<file path="src/rtl/pipe_stall_ctrl.sv">
// Stage-enable controller behind the hazard unit: PC/IF-ID write, IF-ID flush, ID-EX bubble.
// Latency: Mealy outputs, so the first bubble or flush lands in the same cycle as the request.
// Backpressure: hold freezes every stage and all internal state; a multi-cycle stall ignores new requests.
module pipe_stall_ctrl #(
    parameter int CNT_W = 16
) (
    input  logic             clk,
    input  logic             rst,
    input  logic             hold,
    input  logic             hz_req,
    input  logic [1:0]       hz_cycles,
    input  logic             br_taken,
    output logic             pc_write,
    output logic             ifid_write,
    output logic             ifid_flush,
    output logic             idex_bubble,
    output logic             busy,
    output logic [CNT_W-1:0] stall_cnt,
    output logic [CNT_W-1:0] flush_cnt
);

    typedef enum logic {
        RUN   = 1'b0,
        STALL = 1'b1
    } state_t;

    localparam logic [CNT_W-1:0] CNT_MAX = {CNT_W{1'b1}};

    state_t           state_q, state_d;
    logic [1:0]       rem_q, rem_d;
    logic [CNT_W-1:0] stall_cnt_q, flush_cnt_q;
    logic             stall_inc, flush_inc;

    // Next-state and stage-enable decode; priority rst > hold > STALL > hazard > branch.
    always_comb begin
        state_d     = state_q;
        rem_d       = rem_q;
        stall_inc   = 1'b0;
        flush_inc   = 1'b0;
        pc_write    = 1'b1;
        ifid_write  = 1'b1;
        ifid_flush  = 1'b0;
        idex_bubble = 1'b0;

        if (rst) begin
            // Drain the front end while reset is asserted.
            pc_write    = 1'b0;
            ifid_write  = 1'b0;
            ifid_flush  = 1'b1;
            idex_bubble = 1'b1;
        end else if (hold) begin
            // Memory not ready: nothing moves, nothing is counted.
            pc_write    = 1'b0;
            ifid_write  = 1'b0;
        end else if (state_q == STALL) begin
            pc_write    = 1'b0;
            ifid_write  = 1'b0;
            idex_bubble = 1'b1;
            stall_inc   = 1'b1;
            // rem counts bubbles still owed including this one.
            if (rem_q <= 2'd1) begin
                state_d = RUN;
                rem_d   = 2'd0;
            end else begin
                rem_d   = rem_q - 2'd1;
            end
        end else if (hz_req && (hz_cycles != 2'd0)) begin
            // Hazard wins over a same-cycle branch: its operands are not ready yet.
            pc_write    = 1'b0;
            ifid_write  = 1'b0;
            idex_bubble = 1'b1;
            stall_inc   = 1'b1;
            if (hz_cycles >= 2'd2) begin
                state_d = STALL;
                rem_d   = hz_cycles - 2'd1;
            end
        end else if (br_taken) begin
            ifid_flush  = 1'b1;
            flush_inc   = 1'b1;
        end
    end

    // State, remaining-bubble and saturating counter registers.
    always_ff @(posedge clk) begin
        if (rst) begin
            state_q     <= RUN;
            rem_q       <= 2'd0;
            stall_cnt_q <= '0;
            flush_cnt_q <= '0;
        end else begin
            state_q <= state_d;
            rem_q   <= rem_d;
            if (stall_inc && (stall_cnt_q != CNT_MAX)) begin
                stall_cnt_q <= stall_cnt_q + {{(CNT_W-1){1'b0}}, 1'b1};
            end
            if (flush_inc && (flush_cnt_q != CNT_MAX)) begin
                flush_cnt_q <= flush_cnt_q + {{(CNT_W-1){1'b0}}, 1'b1};
            end
        end
    end

    assign busy      = (state_q == STALL) && !rst;
    assign stall_cnt = stall_cnt_q;
    assign flush_cnt = flush_cnt_q;

endmodule

</file>
<file path="config.mk">
export PLATFORM = sky130hd
export DESIGN_NAME = pipe_stall_ctrl
export DESIGN_NICKNAME = d
export VERILOG_FILES = /design/src/rtl/pipe_stall_ctrl.sv
export SDC_FILE = /design/constraint.sdc
export NUM_CORES = 1
export LEC_CHECK = 0
export BUFFER_PORTS_ARGS = -buffer_cell sky130_fd_sc_hd__buf_4
export CAP_MARGIN = 20
export CORE_MARGIN = 1.5
export CORE_UTILIZATION = 53
export DETAILED_ROUTE_END_ITERATION = 16
export GPL_TIMING_DRIVEN = 0
export MAX_ROUTING_LAYER = met4
export PLACE_DENSITY_LB_ADDON = 0.15
export SETUP_SLACK_MARGIN = 0.15
export SLEW_MARGIN = 5
export SYNTH_ARGS = -nofsm -noshare
export SYNTH_HDL_FRONTEND = slang
export SYNTH_SLANG_ARGS = --single-unit
</file>
<file path="constraint.sdc">
create_clock -name clk -period 2.8 [get_ports clk]
set_input_delay 0.28 -clock clk [delete_from_list [all_inputs] [get_ports clk]]
set_output_delay 0.28 -clock clk [all_outputs]
set_load 0.005 [all_outputs]
</file>
==> flow_summary.yaml <==
status:
  run_status: "finished, final reports clean"
clock_network:
  clkLatencyLatePin_ns: 0.33
  h-tree-depth: 2
  cts_setup_buffers: 0
  cts_tree: "yes"
  postCtsHoldBufs: 0
  cts_made_buffers: 5
  clkSinkCount: 35
  cts_resized: 0
  clk_pin_slew_ns: 0.10
  root_buffer: "clkbuf_4"
  cts_buffer_depth: 2
drt:
  vias_per_cell: 5.46
  drt_iter0_drc: 81
  drt_pass1_iterations: 4
  drcViolationCount: 0
  drtAntennaViolNets: 0
  routed-via-count: 1775
  wl_mm: 4.06
  post_drt_wl_per_cell_um: 12.5
finish:
  fillers: 305
  final_area_um2: 2280
  fin_cells: 325
  area_growth_pct: 22.7
  multi_input_area_um2: 1080
  regArea_um2: 701
  nNetsFinal: 289
  drive_above_1_share: 0.190
  antennaDiodeCount: 0
worst_setup_path:
  start_kind: "flop"
  cp_slowest_cell: "nor4_1"
  endpoint_kind: "flop"
  slowest_delay_ns: 0.83
  crit_type: "reg2reg"
  crit_required_ns: 3.02
  cp.arrival_ns: 2.32
  critPathMostFrequentCell: "nor2_1"
  path_cells: "nand4_1 > nor4_1 > nor2_1 > xnor2_1 > nor2_1"
  worst-path-max-fanout: 9
logic_synthesis:
  synthesis.area_um2: 1860
  ys.flop_type: "dfxtp_1"
  synth_top_area_cell: "dfxtp_1"
  synth_most_common_cell: "dfxtp_1"
  async_flop_share: 0
  synth.area.top_cells: "dfxtp_1 38%, xnor2_1 9.9%, nor2_1 6.9%"
  synth_top_area_share: 0.376
  yosys_warnings: 0
  synth_nets: 240
  syn_inst: 229
  synth_seq_cells: 35
  avgSynthCellArea_um2: 8.13
  synthTopCellsByCount: "35 x dfxtp_1, 34 x nor2_1, 21 x xnor2_1"
  yosys.cell_types.count: 40
  synth_edf_count: 0
  seq_area_frac_synth: 0.376
timing:
  maxSlewViolCount: 0
  fin_tns_setup_ns: 0
  worstMarginPinSlew_ns: 0.833
  rsz0062_at_grt: "false"
  clock_skew_ns: 0.00401
  relSlewSlack: 0.439
  finalHoldViolCount: 0
  period_needed_ns: 2.10
  hold_ws_ns: 0.152
  fmax_ghz: 0.476
  period_share: 0.751
  setup_violations: 0
die:
  std_cell_rows: 21
  start_util: 0.554
  die_w_um: 62.3
  die_h_um: 62.3
  io_pins: 44
  fp.coreArea_um2: 3360
  die_area_um2: 3880
global_routing:
  grtUsageMet2: 0.322
  antenna_found_initial: 0
  grt_max_degree: 11
  grt_pass1_wl_mm: 7.42
  grt.overflow.total: 0
  grt-busiest-layer: "met1"
  grt_use_met1: 0.353
  grtUsageMet3: 0.0634
  grt_pass1_vias: 1576
  grt_usage: 0.243
placement:
  portBuffers: 42
  place_congestion: 0.845
  dp_hpwl_mm: 2.94
  dpl_cell_area_um2: 2230
  dp_cells: 317
power_and_ir_drop:
  power_density_nw_per_um2: 365
  power.total_uw: 833
  p_leak_nw: 0.814
  irDropWorstVdd_mv: 0.240
min_path:
  hp-class: "in2reg"
run:
  cap_violations: 0
-- cell families after synthesis --
| group | Yosys count | share of synthesized area |
|---|---|---|
| xor gates and xnor gates | 24 | 0.113 |
| and+or+nand+nor | 112 | 0.307 |
| muxes | 2 | 0.0108 |
| DFF | 35 | 0.376 |
| adders and majority gates | 4 | 0.0269 |
| buffers and inverters | 18 | 0.0430 |
| AOI/OAI and AO/OA | 34 | 0.123 |
-- metal layers --
layer / wire (um) / part of all wire / up-vias
met3: 218 / 0.054 / 6
met4: 57 / 0.014 / 0
met5: 0 / 0 / -
li1: - / - / 925
met2: 1610 / 0.40 / 42
met1: 2170 / 0.53 / 802
-- placed cells by master (no fill, tap or decap), types with 5 or more instances in the layout --
master,instances
xnor2_1,21
dfxtp_1,35
nor2_1,34
clkbuf_4,5
nand3_1,7
clkbuf_1,7
nand2_1,17
nor4_1,6
a21oi_1,5
o21ai_0,9
nor3_1,12
inv_1,10
buf_4,43
nand4_1,12
-- layout make-up --
| type | count | share of cell area |
|---|---|---|
| Multi-Input combinational cell | 176 | 0.473 |
| Sequential cell | 35 | 0.307 |
| Timing Repair Buffer | 42 | 0.138 |
| Tap cell | 46 | 0.0252 |
| Clock buffer | 7 | 0.0197 |
| Buffer | 8 | 0.0186 |
| Inverter | 10 | 0.0164 |
| Clock inverter | 1 | 0.00219 |
-- path summary, 6_finish.rpt --
check | start | to | slack (ns) | cells after the start
worst max register to register | flush_cnt[13] | flush_cnt[0] | 0.70 | 5
worst min-delay path | rst | flush_cnt[9] | 0.15 | 2
worst min register to register | rem_q[1] | rem_q[1] | 0.50 | 2
worst max-delay path | flush_cnt[13] | flush_cnt[0] | 0.70 | 5
-- sequential cells by signal (all words and copies together) (netlist names) --
| register | flops |
|---|---|
| rem_q | 2 |
| stall_cnt | 16 |
| state_q | 1 |
| flush_cnt | 16 |
-- report_power, final --
part	total [mW]	internal, mW	switching (mW)
Combinational	0.0644	0.0292	0.0352
Clock	0.260	0.0978	0.163
Sequential	0.508	0.502	0.00587
-- stage by stage --
step	setup slack, ns	util
after floorplan	0.655	-
after global placement	0.389	0.664
after detailed placement	0.378	0.664
after CTS	0.693	0.679
after global routing	0.370	0.679
final	0.698	0.679
-- critical path: cells and delay by family, from the launching register on --
family / cells / cell delay, ns
simple gates: 4 / 1.38
flops: 1 / 0.43
xor+xnor: 1 / 0.18
No activity file was read; power rests on OpenSTA's default activity.
